<file path="src/rtl/axi_adc_jesd204_sync_ctrl_if.sv">
// Link-side and status signals of the JESD204 frame-alignment sequencer.
// The master drives link/config inputs; the slave (the sequencer) returns status.
interface axi_adc_jesd204_sync_ctrl_if #(
    parameter int ERR_CNT_WIDTH = 16
);
    logic                     rx_valid;
    logic [3:0]               rx_sof;
    logic                     cfg_enable;
    logic                     cfg_err_clr;
    logic                     adc_valid;
    logic                     status_locked;
    logic                     status_unlock;
    logic [3:0]               sof_pattern;
    logic [ERR_CNT_WIDTH-1:0] err_count;

    modport master (
        output rx_valid, rx_sof, cfg_enable, cfg_err_clr,
        input  adc_valid, status_locked, status_unlock, sof_pattern, err_count
    );

    modport slave (
        input  rx_valid, rx_sof, cfg_enable, cfg_err_clr,
        output adc_valid, status_locked, status_unlock, sof_pattern, err_count
    );
endinterface

</file>
<file path="src/rtl/axi_adc_jesd204_sync_ctrl.sv">
// Frame-alignment sequencer: searches for a stable nonzero SOF pattern, qualifies
// samples while locked, and counts/handles pattern loss. All outputs registered.
module axi_adc_jesd204_sync_ctrl #(
    parameter int LOCK_COUNT    = 16,
    parameter int UNLOCK_COUNT  = 4,
    parameter int ERR_CNT_WIDTH = 16
) (
    input  logic                        rx_clk,
    input  logic                        rx_rst,
    axi_adc_jesd204_sync_ctrl_if.slave  sync
);
    localparam int MW = $clog2(LOCK_COUNT + 1);
    localparam int UW = $clog2(UNLOCK_COUNT + 1);
    localparam logic [MW-1:0] LOCK_N   = MW'(LOCK_COUNT);
    localparam logic [UW-1:0] UNLOCK_N = UW'(UNLOCK_COUNT);

    typedef enum logic [1:0] {
        IDLE   = 2'd0,
        SEARCH = 2'd1,
        LOCKED = 2'd2
    } state_t;

    state_t                   state_q, state_d;
    logic [3:0]               cand_q, cand_d;
    logic [MW-1:0]            match_q, match_d, match_inc;
    logic [UW-1:0]            miss_q, miss_d, miss_inc;
    logic [3:0]               pattern_q, pattern_d;
    logic                     adc_valid_q, adc_valid_d;
    logic                     locked_q, locked_d;
    logic                     unlock_q, unlock_d;
    logic [ERR_CNT_WIDTH-1:0] err_q, err_d;

    function automatic logic [ERR_CNT_WIDTH-1:0] err_sat_inc(input logic [ERR_CNT_WIDTH-1:0] v);
        return (&v) ? v : v + ERR_CNT_WIDTH'(1);
    endfunction

    assign match_inc = match_q + MW'(1);
    assign miss_inc  = miss_q + UW'(1);

    always_comb begin
        state_d     = state_q;
        cand_d      = cand_q;
        match_d     = match_q;
        miss_d      = miss_q;
        pattern_d   = pattern_q;
        adc_valid_d = adc_valid_q;
        locked_d    = locked_q;
        unlock_d    = unlock_q;
        err_d       = err_q;

        // An untrusted link or disabled block drops everything except the error history.
        if (!sync.cfg_enable || !sync.rx_valid) begin
            state_d     = IDLE;
            cand_d      = '0;
            match_d     = '0;
            miss_d      = '0;
            pattern_d   = '0;
            adc_valid_d = 1'b0;
            locked_d    = 1'b0;
        end else begin
            unique case (state_q)
                IDLE: state_d = SEARCH;
                SEARCH: begin
                    if (sync.rx_sof == 4'd0) begin
                        cand_d  = '0;
                        match_d = '0;
                    end else if (sync.rx_sof != cand_q) begin
                        cand_d  = sync.rx_sof;
                        match_d = MW'(1);
                    end else if (match_inc == LOCK_N) begin
                        state_d     = LOCKED;
                        pattern_d   = sync.rx_sof;
                        miss_d      = '0;
                        match_d     = '0;
                        locked_d    = 1'b1;
                        adc_valid_d = 1'b1;
                    end else begin
                        match_d = match_inc;
                    end
                end
                LOCKED: begin
                    if (sync.rx_sof == pattern_q) begin
                        miss_d      = '0;
                        adc_valid_d = 1'b1;
                    end else begin
                        adc_valid_d = 1'b0;
                        err_d       = err_sat_inc(err_q);
                        if (miss_inc == UNLOCK_N) begin
                            // The unlocking beat seeds the new search so it is not wasted.
                            state_d   = SEARCH;
                            locked_d  = 1'b0;
                            unlock_d  = 1'b1;
                            pattern_d = '0;
                            miss_d    = '0;
                            cand_d    = sync.rx_sof;
                            match_d   = (sync.rx_sof != 4'd0) ? MW'(1) : '0;
                        end else begin
                            miss_d = miss_inc;
                        end
                    end
                end
                default: state_d = IDLE;
            endcase
        end

        if (sync.cfg_err_clr) begin
            err_d    = '0;
            unlock_d = 1'b0;
        end
    end

    always_ff @(posedge rx_clk) begin
        if (rx_rst) begin
            state_q     <= IDLE;
            cand_q      <= '0;
            match_q     <= '0;
            miss_q      <= '0;
            pattern_q   <= '0;
            adc_valid_q <= 1'b0;
            locked_q    <= 1'b0;
            unlock_q    <= 1'b0;
            err_q       <= '0;
        end else begin
            state_q     <= state_d;
            cand_q      <= cand_d;
            match_q     <= match_d;
            miss_q      <= miss_d;
            pattern_q   <= pattern_d;
            adc_valid_q <= adc_valid_d;
            locked_q    <= locked_d;
            unlock_q    <= unlock_d;
            err_q       <= err_d;
        end
    end

    assign sync.adc_valid     = adc_valid_q;
    assign sync.status_locked = locked_q;
    assign sync.status_unlock = unlock_q;
    assign sync.sof_pattern   = pattern_q;
    assign sync.err_count     = err_q;
endmodule

</file>
<file path="src/flat_wrapper.sv">
// flat-port wrapper written by rule: the top's interface ports become plain ports
module axi_adc_jesd204_sync_ctrl_flat 
#(
    parameter int LOCK_COUNT    = 16,
    parameter int UNLOCK_COUNT  = 4,
    parameter int ERR_CNT_WIDTH = 16
)
  (rx_clk, rx_rst, sync_rx_valid, sync_rx_sof, sync_cfg_enable, sync_cfg_err_clr, sync_adc_valid, sync_status_locked, sync_status_unlock, sync_sof_pattern, sync_err_count);
  axi_adc_jesd204_sync_ctrl_if #(.ERR_CNT_WIDTH(ERR_CNT_WIDTH)) sync_i ();
  input  logic rx_clk;
  input  logic rx_rst;
  input wire logic [$bits(sync_i.rx_valid)-1:0] sync_rx_valid;
  input wire logic [$bits(sync_i.rx_sof)-1:0] sync_rx_sof;
  input wire logic [$bits(sync_i.cfg_enable)-1:0] sync_cfg_enable;
  input wire logic [$bits(sync_i.cfg_err_clr)-1:0] sync_cfg_err_clr;
  output wire logic [$bits(sync_i.adc_valid)-1:0] sync_adc_valid;
  output wire logic [$bits(sync_i.status_locked)-1:0] sync_status_locked;
  output wire logic [$bits(sync_i.status_unlock)-1:0] sync_status_unlock;
  output wire logic [$bits(sync_i.sof_pattern)-1:0] sync_sof_pattern;
  output wire logic [$bits(sync_i.err_count)-1:0] sync_err_count;
  assign sync_i.rx_valid = sync_rx_valid;
  assign sync_i.rx_sof = sync_rx_sof;
  assign sync_i.cfg_enable = sync_cfg_enable;
  assign sync_i.cfg_err_clr = sync_cfg_err_clr;
  assign sync_adc_valid = sync_i.adc_valid;
  assign sync_status_locked = sync_i.status_locked;
  assign sync_status_unlock = sync_i.status_unlock;
  assign sync_sof_pattern = sync_i.sof_pattern;
  assign sync_err_count = sync_i.err_count;
  axi_adc_jesd204_sync_ctrl #(.LOCK_COUNT(LOCK_COUNT), .UNLOCK_COUNT(UNLOCK_COUNT), .ERR_CNT_WIDTH(ERR_CNT_WIDTH)) u_core (.rx_clk(rx_clk), .rx_rst(rx_rst), .sync(sync_i));
endmodule
</file>
<file path="config.mk">
export PLATFORM = sky130hd
export DESIGN_NAME = axi_adc_jesd204_sync_ctrl_flat
export DESIGN_NICKNAME = d
export VERILOG_FILES = /design/src/rtl/axi_adc_jesd204_sync_ctrl_if.sv /design/src/rtl/axi_adc_jesd204_sync_ctrl.sv /design/src/flat_wrapper.sv
export SDC_FILE = /design/constraint.sdc
export NUM_CORES = 1
export LEC_CHECK = 0
export CAP_MARGIN = 5
export CELL_PAD_IN_SITES_DETAIL_PLACEMENT = 1
export CELL_PAD_IN_SITES_GLOBAL_PLACEMENT = 2
export CORE_MARGIN = 3
export CORE_UTILIZATION = 31
export DETAILED_ROUTE_END_ITERATION = 7
export GPL_TIMING_DRIVEN = 0
export MAX_ROUTING_LAYER = met4
export PLACE_DENSITY_LB_ADDON = 0.1
export SETUP_SLACK_MARGIN = 0.2
export SYNTH_ARGS = -nofsm -noshare
export SYNTH_HDL_FRONTEND = slang
export SYNTH_SLANG_ARGS = --single-unit
</file>
<file path="constraint.sdc">
create_clock -name rx_clk -period 2.02 [get_ports rx_clk]
set_input_delay 0.404 -clock rx_clk [delete_from_list [all_inputs] [get_ports rx_clk]]
set_output_delay 0.404 -clock rx_clk [all_outputs]
set_load 0.005 [all_outputs]
</file>
Yosys cells after proc, flatten, opt, wreduce, memory -nomap -nowiden --
Cells that the tools add are included.
Word-level totals: register bits after elaboration 37, bits of input ports 9, output and inout port bits 23, logic and storage cells 82
Cells by class: add/sub/neg operators 3, eq/ne operators 12, multiplexer cells 38, bitwise operators 3, reduce and logical (&&, ||, !) cells 17
Operators by type and width (number):
- $mux 4 | 9
- $mux 5 | 5
- $add 16x1->16 const B | 1
- $pmux 4 s2 | 2
- $reduce_and 16->1 | 1
- $reduce_and 4->1 | 4
- $mux 3 | 5
- $mux 2 | 5
- $pmux 5 s2 | 1
- $mux 1 | 7
- $ne 2x2->1 const B | 3
- $pmux 2 s3 | 1
- $pmux 3 s2 | 1
- $reduce_and 6->1 | 1
- $add 5x1->5 const B | 1
- $eq 5x5->1 const B | 1
- $reduce_and 5->1 | 1
- $eq 4x4->1 | 1
- $logic_not 4->1 | 1
- $ne 2x1->1 const B | 2
- $ne 4x4->1 | 1
- $pmux 1 s2 | 2
- $reduce_bool 4->1 | 1
- $reduce_or 2->1 | 2
- other kinds (11) | 14

Depth between registers and ports, before layout --
Gate-level depths: netlist of run 1.
word-level depth 6, mapped depth 7, depth with buffers taken out 6

Least setup slack after synthesis of run 1 --
No wires, ideal clock.
path kind register to register, start point register u_core.state_q[0], end point register u_core.err_q[12], in the netlist u_core.sync.err_count[12], setup time 0.071 ns, arrival time 1.775 ns, data required time 1.949 ns, path slack 0.175 ns, stages on the path, launching flop included 7, cells stage by stage dfxtp_1 -> inv_1 -> ha_1 -> o41ai_1 -> or4_4 -> or4_1 -> a21oi_1
On the way: word-level cells in the longest chain between the ends 2
RTL lines:
- from (decl) | line axi_adc_jesd204_sync_ctrl.sv:23 | state_t state_q, state_d;
- from (signal assigned) | line axi_adc_jesd204_sync_ctrl.sv:124 | state_q <= state_d;
- $eq 2x2->1 | line axi_adc_jesd204_sync_ctrl.sv:61 | unique case (state_q)
- $reduce_and 4->1 (no source line)
- to (signal assigned) | line axi_adc_jesd204_sync_ctrl.sv:132 | err_q <= err_d;
- to (decl) | line axi_adc_jesd204_sync_ctrl.sv:31 | logic [ERR_CNT_WIDTH-1:0] err_q, err_d;
No other way between the ends. A chain may end at the register's enable or synchronous reset.

Worst setup path after layout of run 1 --
start point register u_core.err_q[3], in the netlist u_core.sync.err_count[3], end point register u_core.err_q[12], in the netlist u_core.sync.err_count[12]
On the way: word-level cells in the longest chain between the ends 3, elaborated cells on any way between the ends 4, classes of those cells add/sub: 1; bitwise: 1; reduce/logical: 2
RTL lines:
- parallel branches: the longest is 3 deep, another holds $add 16x1->16
Parallel ways; which one is timed is not known.

==> results of run 1 <==
[final timing paths]
path                                              start                                     end  slack [ns]
setup reg to reg  u_core.sync.err_count[3]$_SDFFE_PP0P_  u_core.sync.err_count[12]$_SDFFE_PP0P_        0.19
hold / removal                           sync_rx_sof[3]           u_core.cand_q[3]$_SDFFE_PP0P_        0.45
setup / recovery  u_core.sync.err_count[3]$_SDFFE_PP0P_  u_core.sync.err_count[12]$_SDFFE_PP0P_        0.19
hold reg to reg           u_core.cand_q[1]$_SDFFE_PP0P_           u_core.cand_q[1]$_SDFFE_PP0P_        0.48
[final cells by class]
| cell class | count | area (sq um) | area share (%) |
|---|---|---|---|
| plain buffers | 7 | 53.8 | 1.78 |
| clock buffers | 7 | 86.3 | 2.85 |
| inverters | 9 | 33.8 | 1.12 |
| multi-input cells | 177 | 1490 | 49.1 |
| flip-flops and latches | 37 | 779 | 25.8 |
| well taps | 75 | 93.8 | 3.10 |
| repair buffers | 56 | 494 | 16.3 |
[cells by family (layout without fill, tap and decap cells)]
kind of cell | count (synthesis) | count (layout) | share of synthesized area (%)
and+or+nand+nor | 99 | 99 | 26.6
AOI/OAI and AO/OA | 50 | 50 | 18.2
xor gates and xnor gates | 16 | 16 | 7.17
muxes | 5 | 5 | 2.62
adders and majority gates | 7 | 7 | 4.48
buffers and inverters | 16 | 79 | 3.07
DFF | 37 | 37 | 37.9
[layer usage]
| metal | vias to the layer above | part of all wire, % | track usage [%] |
|---|---|---|---|
| met5 | - | 0 | - |
| li1 | 974 | - | - |
| met4 | 0 | 1.3 | 4.89 |
| met3 | 6 | 2.1 | 2.91 |
| met1 | 975 | 50 | 24.7 |
| met2 | 25 | 47 | 29.6 |
[Yosys cell counts (all sizes together), types with 2 or more instances]
| library cell | instances |
|---|---|
| xnor2 | 11 |
| or3 | 5 |
| a211oi | 2 |
| ha | 7 |
| mux2i | 4 |
| o31ai | 3 |
| a32o | 9 |
| o41ai | 2 |
| a21oi | 11 |
| nand2 | 20 |
| clkbuf | 6 |
| nor3 | 5 |
| nor3b | 2 |
| or4 | 3 |
| o21ai | 12 |
| a31o | 3 |
| nand4 | 5 |
| dfxtp | 37 |
| nor2 | 22 |
| xor2 | 5 |
| nor4 | 10 |
| or2 | 3 |
| nand2b | 3 |
| nand3 | 12 |
| a2111oi | 2 |
| inv | 9 |
| and3 | 4 |
[worst max-delay path, cell delays in order, from the launching register on]
cell and delay (ns):
dfxtp_4 0.36, and4_4 0.21, nand2_1 0.08, or4_4 0.56
or4_1 0.41, a21oi_1 0.14
[layout by cell type, fill, tap and decap left out, types with 3 or more instances in the layout]
cell type        count
nor2_1              19
mux2i_1              4
a32o_1               9
nor4_4               4
buf_4               20
clkbuf_8             8
or3_1                5
buf_6                5
dfxtp_2             16
o21ai_0              9
a31o_2               3
nor4_1               4
xnor2_1             10
ha_4                 3
xor2_4               3
nor3_1               3
dfxtp_4              5
nand2_1             18
nand4_1              5
or2_2                3
nand3_1             12
a21oi_1             10
clkdlybuf4s50_1     25
clkbuf_2             3
and3_1               4
nand2b_1             3
dfxtp_1             16
buf_2                4
o31ai_1              3
inv_1                8
[where the power goes]
| group | switching (uW) | total (uW) | internal (uW) |
|---|---|---|---|
| Combinational | 67.6 | 117 | 49.8 |
| Clock | 282 | 554 | 272 |
| Sequential | 1.94 | 725 | 723 |
[what timing repair did]
action | 4_1_cts | 5_1_grt
gates resized for setup | 83 | 39
buffers inserted | 22 | 3
setup endpoints to repair | 37 | 35
pin swaps | 18 | 6
[flip-flops by register name, summed over array words and instances (netlist names)]
signal                     flops
u_core.sync.status_unlock      1
u_core.state_q                 2
u_core.match_q                 5
u_core.cand_q                  4
u_core.sync.status_locked      1
u_core.sync.adc_valid          1
u_core.miss_q                  3
u_core.sync.sof_pattern        4
u_core.sync.err_count         16
[per-stage QoR]
stage          cell area [sq um]  cells  hold slack [ns]
6_report                    3030    368            0.454
5_1_grt                     3030    368            0.475
4_1_cts                     2860    365            0.444
3_5_place_dp                2360    336            0.470
3_3_place_gp                2360    336            0.456
2_1_floorplan               1960    230            0.447
==> results.md, run 1 <==
- Status: completed
- Worst Skew: 0.00383 ns
- Drt first-iter violations: 41
- Hold crit path type: in2reg
- Layout area overhead: 54.9%
- Place WS: -0.826 ns
- Post-synth top area share: 37.9%
- Syn Inst Count: 230
- CP Data Arrival Time: 2.05 ns
- Max Cap Viol: 0
- H-tree depth: 2
- Placer congestion estimate: 0.762
- Clock buffer depth: 2
- Worst setup SP type: register
- Die width: 85.4 um
- Seq cells post-synth: 37
- Synth Area per Inst: 8.50 sq um
- Period minus WS final: 1.83 ns
- Hpwl dp: 3.99 mm
- # clock sinks: 37
- Post-synthesis sequential area ratio: 37.9%
- Nets@finish: 309
- CTS clk-pin slew, worst paths: 0.08 ns
- Critical path class: reg2reg
- Most used flip-flop cell after synthesis: dfxtp_1
- Fmax: 546 MHz
- Leak pwr: 0.00106 uW
- Final ANT Viol Nets: 0
- Post-synth EDFFs: 0
- DIE AREA: 0.00729 sq mm
- Total global-route track usage: 18.6%
- Max-slew violations: 0
- Routed vias/inst: 5.38
- Number of port buffers: 31
- Synth Net Count: 246
- Synth warn: 0
- Nature of the critical path endpoint: register
- Tot Pwr: 1400 uW
- Fin crit share: 90.7%
- Gr ovfl total: 0
- PnR worst setup slack: 0.189 ns
- R2R depth: 5
- Global-route wire length before repair: 10.6 mm
- Routed WL: 6.22 mm
- Starting density of the core: 32.4%
- CTS Buf Count: 5
- Library cells used by synthesis: 42
- FFs w/ async S/R, synth: 0%
- Initial antenna violation count: 0
- CORE AREA: 0.00603 sq mm
- DRC violation count after routing: 0
- Unrepaired setup endpoints after global routing: true
- Die height: 85.4 um
- CP Max Fanout: 6
- VDD IR max: 324 uV
- Worst-margin pin slew: 0.470 ns
- CTS tree: done
- Top post-synthesis cells by area: dfxtp_1 (38%), xnor2_1 (4.9%), a32o_1 (4.6%)
- Antenna cells: 0
- Largest net degree at the start of global routing: 11
- Max_slew headroom: 68.4%
- Cts-stage hold buffer count: 0
- Ports: 32
- WHS Path Cells: 3
- Pwr per Cell Area: 461 mW/mm^2
- Clk_lat worst skew: 0.29 ns
- Synth area leader: dfxtp_1
- FP Rows: 28
- Share of cells above drive strength 1: 35.8%
- Number of global-route vias before repair: 2110
- Final setup vio count: 0
- CP required: 2.24 ns
- 1st-pass router iterations: 4
- Setup TNS: 0 ns
- # fillers: 690
- Vias: 1980
- Hold Vio Cnt, Final: 0
- Root Buffer: clkbuf_8
- Fin util: 50.2%
- Area of the mapped netlist: 0.00195 sq mm
- WL/cell: 16.9 um
No activity file was read; power rests on OpenSTA's default activity.
==> run 2: changes to the inputs <==
CORE_UTILIZATION = 34   (was 31)
clock period = 2.2 ns   (was 2.02 ns; I/O delays follow)
==> run 2 against run 1 <==
Combinational power down 27%. Highest routed layer unchanged. Non-clock buffer count down 17. Design area down 11%. Worst setup slack better by 0.0010 ns.
==> results.md, run 2 (synthesis gave the netlist of run 1 again) <==
- CP required: 2.42 ns (+0.18 ns)
- Routed vias/inst: 5.42 (+0.80%)
- VDD IR max: 424 uV (+31%)
- Clk_lat worst skew: 0.29 ns (about the same)
- Nets@finish: 292 (-5.5%)
- Antenna cells: 0 (unchanged)
- Fin util: 50.3% (+0.077 points)
- Global-route wire length before repair: 9.05 mm (-15%)
- Vias: 1882 (-4.9%)
- Largest net degree at the start of global routing: 13 (+2)
- Status: completed
- FP Rows: 26 (-7.1%)
- Max Cap Viol: 0 (unchanged)
- Max-slew violations: 0 (unchanged)
- # clock sinks: 37 (unchanged)
- 1st-pass router iterations: 4 (unchanged)
- Critical path class: in2reg
- Worst Skew: 0.00693 ns (+0.00310 ns)
- Die height: 81.8 um (-4.2%)
- Starting density of the core: 36.6% (+4.2 points)
- Hpwl dp: 3.88 mm (-2.8%)
- Design area: 0.00268 sq mm (-11%)
- H-tree depth: 2 (unchanged)
- Placer congestion estimate: 0.779 (+2.2%)
- Share of cells above drive strength 1: 19.1% (-17 points)
- Unrepaired setup endpoints after global routing: true
- WHS Path Cells: 2 (-1)
- CORE AREA: 0.00534 sq mm (-11%)
- Ports: 32 (unchanged)
- Max reg flops: 16 (unchanged)
- Number of global-route vias before repair: 1884 (-11%)
- Final cell count without fillers: 347 (-5.7%)
- DIE AREA: 0.00669 sq mm (-8.2%)
- CP Data Arrival Time: 2.23 ns (+0.18 ns)
- Max_slew headroom: 57.2% (-11 points)
- Initial antenna violation count: 0 (unchanged)
- Routed WL: 5.46 mm (-12%)
- Placed instance area: 0.00235 sq mm (-0.42%)
- DRC violation count after routing: 0 (unchanged)
- # fillers: 639 (-7.4%)
- DP Cell Count: 331 (-1.5%)
- CTS Buf Count: 5 (unchanged)
- Fmax: 497 MHz
- Cts-stage hold buffer count: 0 (unchanged)
- Commonest non-fill, non-tap cell in the layout: dfxtp_1
- Total global-route track usage: 18.0% (-0.66 points)
- CTS tree: done
- WL/cell: 15.7 um (-6.8%)
- Leak pwr: 0.000850 uW (-19%)
- Pwr per Cell Area: 459 mW/mm^2 (-0.57%)
- Worst setup SP type: input pin
- Hold crit path type: reg2reg
- Root Buffer: clkbuf_8
- Drt first-iter violations: 76 (+85%)
- Final ANT Viol Nets: 0 (unchanged)
- Final setup vio count: 0 (unchanged)
- Most frequent cells in the layout: dfxtp_1 (36), clkdlybuf4s50_1 (27), nand2_1 (20), nor2_1 (20), nand3_1 (12)
- Gr ovfl total: 0 (unchanged)
- Clock buffer depth: 2 (unchanged)
- Die width: 81.8 um (-4.2%)
- CTS clk-pin slew, worst paths: 0.08 ns (about the same)
- Period minus WS final: 2.01 ns
- Layout area overhead: 37.3%
- Number of port buffers: 31 (unchanged)
- Hold Vio Cnt, Final: 0 (unchanged)
- Tot Pwr: 1230 uW (-12%)
- Worst-margin pin slew: 0.637 ns (+0.167 ns)
- Fin crit share: 91.4%
- CP Max Fanout: 7 (+1)
- R2R depth: 5 (unchanged)
- Nature of the critical path endpoint: register
## run 2: report_power, final
part / switching [uW] / internal, uW
logic: 51.2 / 34.1
registers: 1.14 / 670
clock network: 256 / 219
## run 2: metrics by stage
stage | setup TNS [ns] | setup WS, ns | hold WS (ns)
floorplan | 0 | 0.321 | 0.447
global placement | -17.67 | -0.696 | 0.455
detailed placement | -18.38 | -0.671 | 0.469
CTS | 0 | 0.205 | 0.487
global route | 0 | 0.0916 | 0.500
finish | 0 | 0.190 | 0.477
## run 2: final cells by class
cell class                 instances  area [sq um]  area share, %
buffer                             7          33.8           1.26
clock buffer                       5          68.8           2.56
clock inverter                     3          17.5          0.653
inverter                           9          33.8           1.26
multi-input combinational        177          1330           49.4
sequential                        37           742           27.6
tap                               70          87.6           3.26
timing repair buffer              39           375           14.0
## run 2: worst max-delay path: stages
cell             delay [ns]
clkdlybuf4s15_2        0.27
xor2_2                 0.25
o41ai_2                0.13
or4_4                  0.57
or4_1                  0.42
a21oi_1                0.15
## run 2: worst paths after layout
check	end	slack [ns]	startpoint
worst min-delay path	u_core.cand_q[2]$_SDFFE_PP0P_	0.48	u_core.cand_q[2]$_SDFFE_PP0P_
worst max register to register	u_core.sync.err_count[12]$_SDFFE_PP0P_	0.19	u_core.sync.sof_pattern[1]$_SDFFE_PP0P_
worst max-delay path	u_core.sync.err_count[12]$_SDFFE_PP0P_	0.19	sync_rx_sof[2]
worst min register to register	u_core.cand_q[2]$_SDFFE_PP0P_	0.48	u_core.cand_q[2]$_SDFFE_PP0P_
## run 2: timing repair
action	4_1_cts	5_1_grt
gates cloned	0	0
setup buffers	8	0
endpoints found under the setup margin	37	28
pin swaps	5	0
resized for setup	38	11
## run 2: layer usage
metal / share of wire, % / up-vias / global-route usage [%]
met1: 53 / 912 / 25.2
met4: 0.75 / 0 / 4.49
met5: 0 / - / -
met3: 2.1 / 5 / 3.29
met2: 45 / 18 / 26.7
li1: - / 947 / -
